[src/rtl/dma_pkg.sv]
// Shared constants and types for the packet-to-burst DMA writer.
package dma_pkg;
    localparam int DMA_DW    = 128;
    localparam int DMA_AW    = 23;
    localparam int DMA_BURST = 8;

    // One buffered packet: burst start address and word count (1..8).
    typedef struct packed {
        logic [22:0] addr;
        logic [3:0]  len;
    } desc_t;

    typedef enum logic {TX_IDLE, TX_BURST} tx_state_e;
endpackage

[src/rtl/sync_fifo.sv]
// Single-clock show-ahead FIFO: rdata always shows the head entry.
// A pop on an empty FIFO is allowed only together with a push; the caller
// forwards wdata in that case, and the pointers stay consistent.
// Producers are flow-controlled upstream, so there is no full flag.
module sync_fifo #(
    parameter int W     = 8,
    parameter int DEPTH = 4
) (
    input  logic         clk,
    input  logic         rst,
    input  logic         push,
    input  logic [W-1:0] wdata,
    input  logic         pop,
    output logic [W-1:0] rdata,
    output logic         empty
);
    localparam int PW = (DEPTH > 1) ? $clog2(DEPTH) : 1;

    logic [W-1:0]  mem_q [DEPTH];
    logic [PW-1:0] wptr_q, rptr_q;
    logic [PW:0]   cnt_q;

    assign rdata = mem_q[rptr_q];
    assign empty = (cnt_q == '0);

    // Storage array, no reset needed: contents are only read once written.
    always_ff @(posedge clk) begin
        if (push) mem_q[wptr_q] <= wdata;
    end

    // Pointers and occupancy; DEPTH is a power of two so pointers wrap freely.
    always_ff @(posedge clk or posedge rst) begin
        if (rst) begin
            wptr_q <= '0;
            rptr_q <= '0;
            cnt_q  <= '0;
        end else begin
            if (push) wptr_q <= wptr_q + PW'(1);
            if (pop)  rptr_q <= rptr_q + PW'(1);
            cnt_q <= cnt_q + {{PW{1'b0}}, push} - {{PW{1'b0}}, pop};
        end
    end
endmodule

[src/rtl/dma_burst_writer.sv]
// Store-and-forward bridge: buffers up to PKTS packets from the stream mux
// and replays each one as an Avalon-MM write burst.
module dma_burst_writer
    import dma_pkg::*;
#(
    parameter int DW    = DMA_DW,
    parameter int AW    = DMA_AW,
    parameter int BURST = DMA_BURST,
    parameter int PKTS  = 2
) (
    input  logic          c,
    input  logic          rst,
    input  logic [DW-1:0] d,
    input  logic          dv,
    input  logic          de,
    input  logic [AW-1:0] daddr,
    output logic          ready,
    output logic          txs_write,
    output logic [DW-1:0] txs_writedata,
    output logic [5:0]    txs_burstcount,
    output logic [AW-1:0] txs_address,
    input  logic          txs_waitrequest
);
    localparam int RCW = $clog2(BURST + 1);
    localparam int PCW = $clog2(PKTS + 1);

    // Receive side
    logic [RCW-1:0] rx_cnt_q, rx_cnt_d;
    logic [AW-1:0]  rx_addr_q, rx_addr_d;
    logic [PCW-1:0] pkt_count_q, pkt_count_d;
    logic           accept, pkt_close;
    desc_t          desc_in;

    // Transmit side
    tx_state_e      state_q, state_d;
    logic           wr_q, wr_d;
    logic [DW-1:0]  wdata_q, wdata_d;
    logic [AW-1:0]  addr_q, addr_d;
    logic [5:0]     bc_q, bc_d;
    logic [3:0]     rem_q, rem_d;
    logic           load, last_beat, word_pop, desc_pop;

    logic [DW-1:0]  word_rd, word_head;
    desc_t          desc_rd, desc_head;
    logic           word_empty, desc_empty;

    // Slot accounting counts the packet in flight, so ready only gates packet starts.
    assign ready     = (int'(pkt_count_q) + int'(rx_cnt_q != '0)) < PKTS;
    assign accept    = dv && ((rx_cnt_q != '0) || ready);
    assign pkt_close = accept && (de || (rx_cnt_q == RCW'(BURST - 1)));

    // A one-word packet closes on its first word, so take daddr straight from the port.
    assign desc_in.addr = (rx_cnt_q == '0) ? daddr : rx_addr_q;
    assign desc_in.len  = 4'(rx_cnt_q) + 4'd1;

    // Forward the incoming entry when the queue is empty, so a packet closing in the
    // same cycle as a burst's last beat can start back-to-back.
    assign word_head = word_empty ? d : word_rd;
    assign desc_head = desc_empty ? desc_in : desc_rd;

    sync_fifo #(.W(DW), .DEPTH(BURST * PKTS)) u_word_fifo (
        .clk   (c),
        .rst   (rst),
        .push  (accept),
        .wdata (d),
        .pop   (word_pop),
        .rdata (word_rd),
        .empty (word_empty)
    );

    sync_fifo #(.W($bits(desc_t)), .DEPTH(PKTS)) u_desc_fifo (
        .clk   (c),
        .rst   (rst),
        .push  (pkt_close),
        .wdata (desc_in),
        .pop   (desc_pop),
        .rdata (desc_rd),
        .empty (desc_empty)
    );

    // Receive next state: count words, latch the start address on the first word.
    always_comb begin
        rx_cnt_d    = rx_cnt_q;
        rx_addr_d   = rx_addr_q;
        pkt_count_d = pkt_count_q + PCW'(pkt_close) - PCW'(last_beat);
        if (accept) begin
            rx_cnt_d = pkt_close ? '0 : rx_cnt_q + RCW'(1);
            if (rx_cnt_q == '0) rx_addr_d = daddr;
        end
    end

    // Receive-side registers.
    always_ff @(posedge c or posedge rst) begin
        if (rst) begin
            rx_cnt_q    <= '0;
            rx_addr_q   <= '0;
            pkt_count_q <= '0;
        end else begin
            rx_cnt_q    <= rx_cnt_d;
            rx_addr_q   <= rx_addr_d;
            pkt_count_q <= pkt_count_d;
        end
    end

    // Transmit FSM: load a descriptor, step words on each accepted beat, chain bursts.
    // The descriptor leaves its queue at load; the packet slot is freed at the last beat.
    always_comb begin
        state_d   = state_q;
        wr_d      = wr_q;
        wdata_d   = wdata_q;
        addr_d    = addr_q;
        bc_d      = bc_q;
        rem_d     = rem_q;
        load      = 1'b0;
        last_beat = 1'b0;
        word_pop  = 1'b0;
        desc_pop  = 1'b0;
        case (state_q)
            TX_IDLE: load = (pkt_count_q != '0);
            TX_BURST: begin
                if (wr_q && !txs_waitrequest) begin
                    if (rem_q > 4'd1) begin
                        wdata_d  = word_head;
                        word_pop = 1'b1;
                        rem_d    = rem_q - 4'd1;
                    end else begin
                        last_beat = 1'b1;
                        if (int'(pkt_count_q) + int'(pkt_close) > 1) begin
                            load = 1'b1;
                        end else begin
                            wr_d    = 1'b0;
                            state_d = TX_IDLE;
                        end
                    end
                end
            end
            default: state_d = TX_IDLE;
        endcase
        if (load) begin
            state_d  = TX_BURST;
            wr_d     = 1'b1;
            wdata_d  = word_head;
            addr_d   = desc_head.addr;
            bc_d     = {2'b00, desc_head.len};
            rem_d    = desc_head.len;
            word_pop = 1'b1;
            desc_pop = 1'b1;
        end
    end

    // Transmit registers; outputs come straight from flops and hold during a stall.
    always_ff @(posedge c or posedge rst) begin
        if (rst) begin
            state_q <= TX_IDLE;
            wr_q    <= 1'b0;
            wdata_q <= '0;
            addr_q  <= '0;
            bc_q    <= '0;
            rem_q   <= '0;
        end else begin
            state_q <= state_d;
            wr_q    <= wr_d;
            wdata_q <= wdata_d;
            addr_q  <= addr_d;
            bc_q    <= bc_d;
            rem_q   <= rem_d;
        end
    end

    assign txs_write      = wr_q;
    assign txs_writedata  = wdata_q;
    assign txs_address    = addr_q;
    assign txs_burstcount = bc_q;
endmodule

[config.mk]
export PLATFORM = sky130hd
export DESIGN_NAME = dma_burst_writer
export DESIGN_NICKNAME = d
export VERILOG_FILES = /design/src/rtl/dma_pkg.sv /design/src/rtl/sync_fifo.sv /design/src/rtl/dma_burst_writer.sv
export SDC_FILE = /design/constraint.sdc
export NUM_CORES = 2
export LEC_CHECK = 0
export ABC_AREA = 1
export ABC_CLOCK_PERIOD_IN_PS = 7200
export CAP_MARGIN = 20
export CORE_ASPECT_RATIO = 1.25
export CORE_MARGIN = 2
export CORE_UTILIZATION = 48
export DETAILED_ROUTE_END_ITERATION = 6
export PLACE_DENSITY = 0.67
export SLEW_MARGIN = 20
export SYNTH_ARGS = -nofsm -noshare
export SYNTH_HDL_FRONTEND = slang
export SYNTH_HIERARCHICAL = 1
export SYNTH_SLANG_ARGS = --single-unit
[constraint.sdc]
create_clock -name c -period 7.2 [get_ports c]
set_input_delay 1.8 -clock c [delete_from_list [all_inputs] [get_ports c]]
set_output_delay 1.8 -clock c [all_outputs]
set_load 0.1 [all_outputs]
==> out/summary.txt <==
DIE
---------------------------------------------------------------------------------
Starting density of the core .......................................       0.4821
Number of rows in the core area ....................................          184
Die span in x ......................................................     405.4 um
Die outline area ...................................................  0.2050 mm^2
Height of the die ..................................................     505.7 um
Top-level port count ...............................................          315
Area of the core ...................................................  0.2005 mm^2

LAYOUT
---------------------------------------------------------------------------------
Fraction of final layout cells sized beyond drive strength 1 .......      0.06152
Area growth from synthesis to layout ...............................       12.92%
Total of fill cells in the finished design .........................       16.50k
Nets ...............................................................         9044
Final cell area excluding filler cells .............................  0.1091 mm^2

YOSYS
---------------------------------------------------------------------------------
Synth top area share ...............................................       0.6530
Number of synthesized flops with an enable pin .....................         2102
Most common cell in the netlist ....................................      nand2_1
Synth warn .........................................................            6
Number of instances in the synthesized netlist .....................         8738
Post-Syn Area ...................................................... 0.09666 mm^2
Most area-consuming cells after synthesis .......................... edfxtp_1 65%, nand2_1 13%, nand3_1 7.4%, dfrtp_1 5.4%, inv_1 3.0%
Commonest cells post-synth ......................................... 3272 x nand2_1, 2102 x edfxtp_1, 1436 x nand3_1, 763 x inv_1, 274 x buf_2
Post-synth ARST share ..............................................      0.08965
Count of state elements after synthesis ............................         2309
Commonest register cell after synthesis ............................     edfxtp_1
Count of distinct cell types in the synthesized netlist ............           33
Cell taking the most area after synthesis ..........................     edfxtp_1
Sequential-to-total area share from yosys stat .....................       0.7066
Post-Synthesis Mean Instance Area ..................................   11.06 um^2

PLACE
---------------------------------------------------------------------------------
Number of I/O port buffers .........................................          312
Worst slack after detailed placement ...............................     1.787 ns
Total placed instance area .........................................  0.1021 mm^2
Placer Congestion ..................................................       0.8066
HPWL after DPL .....................................................     123.7 mm

DRT
---------------------------------------------------------------------------------
Initial detailed-routing violation count ...........................         6206
Number of remaining DRC errors .....................................            0
Total routed wirelength ............................................     244.1 mm
First-pass iteration count of the detailed router ..................            6
Routed WL per cell .................................................     20.76 um
DR vias ............................................................       63.21k
Post-detailed-route via-to-cell ratio ..............................        5.376
Remaining antenna violation count after routing ....................            0

POWER AND IR DROP
---------------------------------------------------------------------------------
Sequential power share .............................................        0.362
Switching Fraction .................................................       0.4203
Power per Cell Area ................................................ 437.4 mW/mm^2
Clock power share ..................................................        0.235
Worst supply voltage drop on vdd ...................................    0.4082 mV
Reported net switching power .......................................     20060 uW
Total power ........................................................     47740 uW
Proportion of power drawn by combinational gates ...................        0.403
Internal power component ...........................................     27680 uW
Static Leak ........................................................   0.04298 uW

CLOCKING
---------------------------------------------------------------------------------
Hold buffer count at cts ...........................................            0
Resized Gates After CTS ............................................            0
Clock tree from TritonCTS ..........................................          yes
Clock buffer depth .................................................            3
# clock sinks ......................................................         2309
Number of buffers added by the clock tree synthesis step ...........          215
Number of buffers added for setup after CTS ........................            0
Register clock-pin slew on the reported worst setup and hold paths .      0.06 ns
H-Tree Depth .......................................................            4
Clock insertion delay at the later pin of the skew report ..........      0.89 ns
Cell chosen for the clock root .....................................    clkbuf_16

GLOBAL ROUTING
---------------------------------------------------------------------------------
Vias in the first global route .....................................       61.64k
GRT Overall Usage ..................................................       0.2364
Number of antenna violations at the first check in global routing ..           28
Maximum number of pins on one net before global-route repair .......          230
Wire length of the first global-routing pass .......................     371.3 mm
Overflow left after global routing .................................            0

STA
---------------------------------------------------------------------------------
Max transition margin ..............................................       0.1589
Clock Skew .........................................................   0.08277 ns
Minimum clock period after layout ..................................     4.894 ns
Unrepaired setup endpoints after global routing ....................        false
Max-slew violation count ...........................................            0
Worst hold margin ..................................................    0.4683 ns
Achievable frequency ...............................................   0.2043 GHz
Setup WS post-layout ...............................................     2.306 ns
Final setup TNS ....................................................         0 ns
Setup violation total in the final timing report ...................            0
Count of final hold-check violations ...............................            0
Post-route fraction of the period consumed by the critical path ....       0.6797
Actual transition at the worst max-transition pin ..................     1.262 ns

HOLD PATH
---------------------------------------------------------------------------------
HP Class ........................................................... flop to flop
Cell depth of the worst min-delay path .............................            2

WORST SETUP PATH
---------------------------------------------------------------------------------
Endpoint arrival time on the critical path .........................      3.09 ns
Crit-path max FO ...................................................            5
Endpoint required time on the critical path ........................      5.40 ns
Type of element capturing the critical path ........................   output pin
Startpoint types ...................................................         flop
Worst Reg-to-Reg Cells .............................................            9
Setup CP Type ...................................................... flop to output pin

RUN STATUS
---------------------------------------------------------------------------------
Outcome ............................................................ complete, no violations

RUN
---------------------------------------------------------------------------------
Max-cap violations .................................................            0

[per-layer routing]
layer | vias up | track usage | wire length, um
met3 | 451 | 0.03591 | 17250
met2 | 2299 | 0.3953 | 117400
met4 | 26 | 0.07292 | 6446
met5 | - | 0 | 176
li1 | 29470 | - | -
met1 | 30960 | 0.3189 | 102800
[stage by stage]
stage | utilization | std cells
3_5_place_dp | 0.5093 | 11350
6_report | 0.5443 | 11760
3_3_place_gp | 0.5091 | 11350
2_1_floorplan | - | 8739
5_1_grt | 0.5443 | 11760
4_1_cts | 0.5443 | 11750
[power groups by stage]
stage | Combinational, uW | Sequential, uW | Clock, uW
final | 19200 | 17300 | 11200
after floorplan | 10900 | 20500 | 0
after detailed placement | 19200 | 17500 | 0
after global placement | 18900 | 17500 | 0
after CTS | 19200 | 17300 | 11400
after global routing | 20900 | 17400 | 11900
[registers in the layout, summed over array words and instances, names as in the netlist]
register	cells
pkt_count_q	2
u_word_fifo/cnt_q	5
u_desc_fifo/cnt_q	2
u_desc_fifo/rptr_q	1
txs_writedata	128
txs_address	23
u_word_fifo/wptr_q	4
rx_addr_q	23
u_desc_fifo/mem_q	54
txs_burstcount	4
u_word_fifo/rptr_q	4
rem_q	4
state_q	1
u_word_fifo/mem_q	2048
rx_cnt_q	4
u_desc_fifo/wptr_q	1
txs_write	1
[kinds of logic (layout without fill, tap and decap cells)]
family,Yosys count,in the layout,synth area share
AO/OA/AOI/OAI,216,216,0.01533
XOR/XNOR,18,18,0.001631
adder cells (fa/ha/maj),20,20,0.002666
multiplexers,128,128,0.01325
other,1,8,0.00003879
AND/OR/NAND/NOR,4783,4783,0.2052
flip-flops,2309,2309,0.7066
buffers and inverters,1263,1578,0.05528
[layout make-up]
class                           instances  area (um^2)  share of cell area
Antenna cell                            6        15.01           0.0001376
Clock buffer                          277         5684             0.05208
Timing Repair Buffer                  410         4345             0.03981
Tap cell                             2697         3374             0.03092
Multi-Input combinational cell       5167        23160              0.2122
Clock inverter                        126         1334             0.01222
Inverter                              765         2918             0.02673
Sequential cell                      2309        68320              0.6259
[worst paths after layout]
kind                       slack, ns                    to                   from
hold / removal                  0.47        txs_address[5]         txs_address[5]
setup / recovery                2.31                 ready            rx_cnt_q[0]
max in group asynchronous       4.45    txs_writedata[114]                    rst
setup reg to reg                3.23      txs_writedata[7]  u_word_fifo/rptr_q[1]
min in group asynchronous       1.28  u_desc_fifo/cnt_q[1]                    rst
hold reg to reg                 0.47        txs_address[5]         txs_address[5]
[cell usage in the layout, fill, tap and decap left out, drive strengths merged]
master and n:
clkinvlp 8, nand4 2, buf 101, nor3 2, conb 2, ha 19, nor2 54, inv 772
nand3b 1, clkbuf 277, clkinv 95, dfrtp 207, edfxtp 2102, nand2 3274, nand3 1439, or2 11
fa 1, o21ai 187, bufinv 16, mux2i 128, o22ai 2, xor2 16, a21oi 27, clkdlybuf4s50 309
xnor2 2, diode 6
[worst max-delay path: stages, from the launching register on]
cell and delay, ns:
dfrtp_1 0.41, inv_1 0.16, ha_1 0.22, nand2_1 0.08, o21ai_0 0.16, clkdlybuf4s50_1 1.16
No activity file was read; power rests on OpenSTA's default activity.
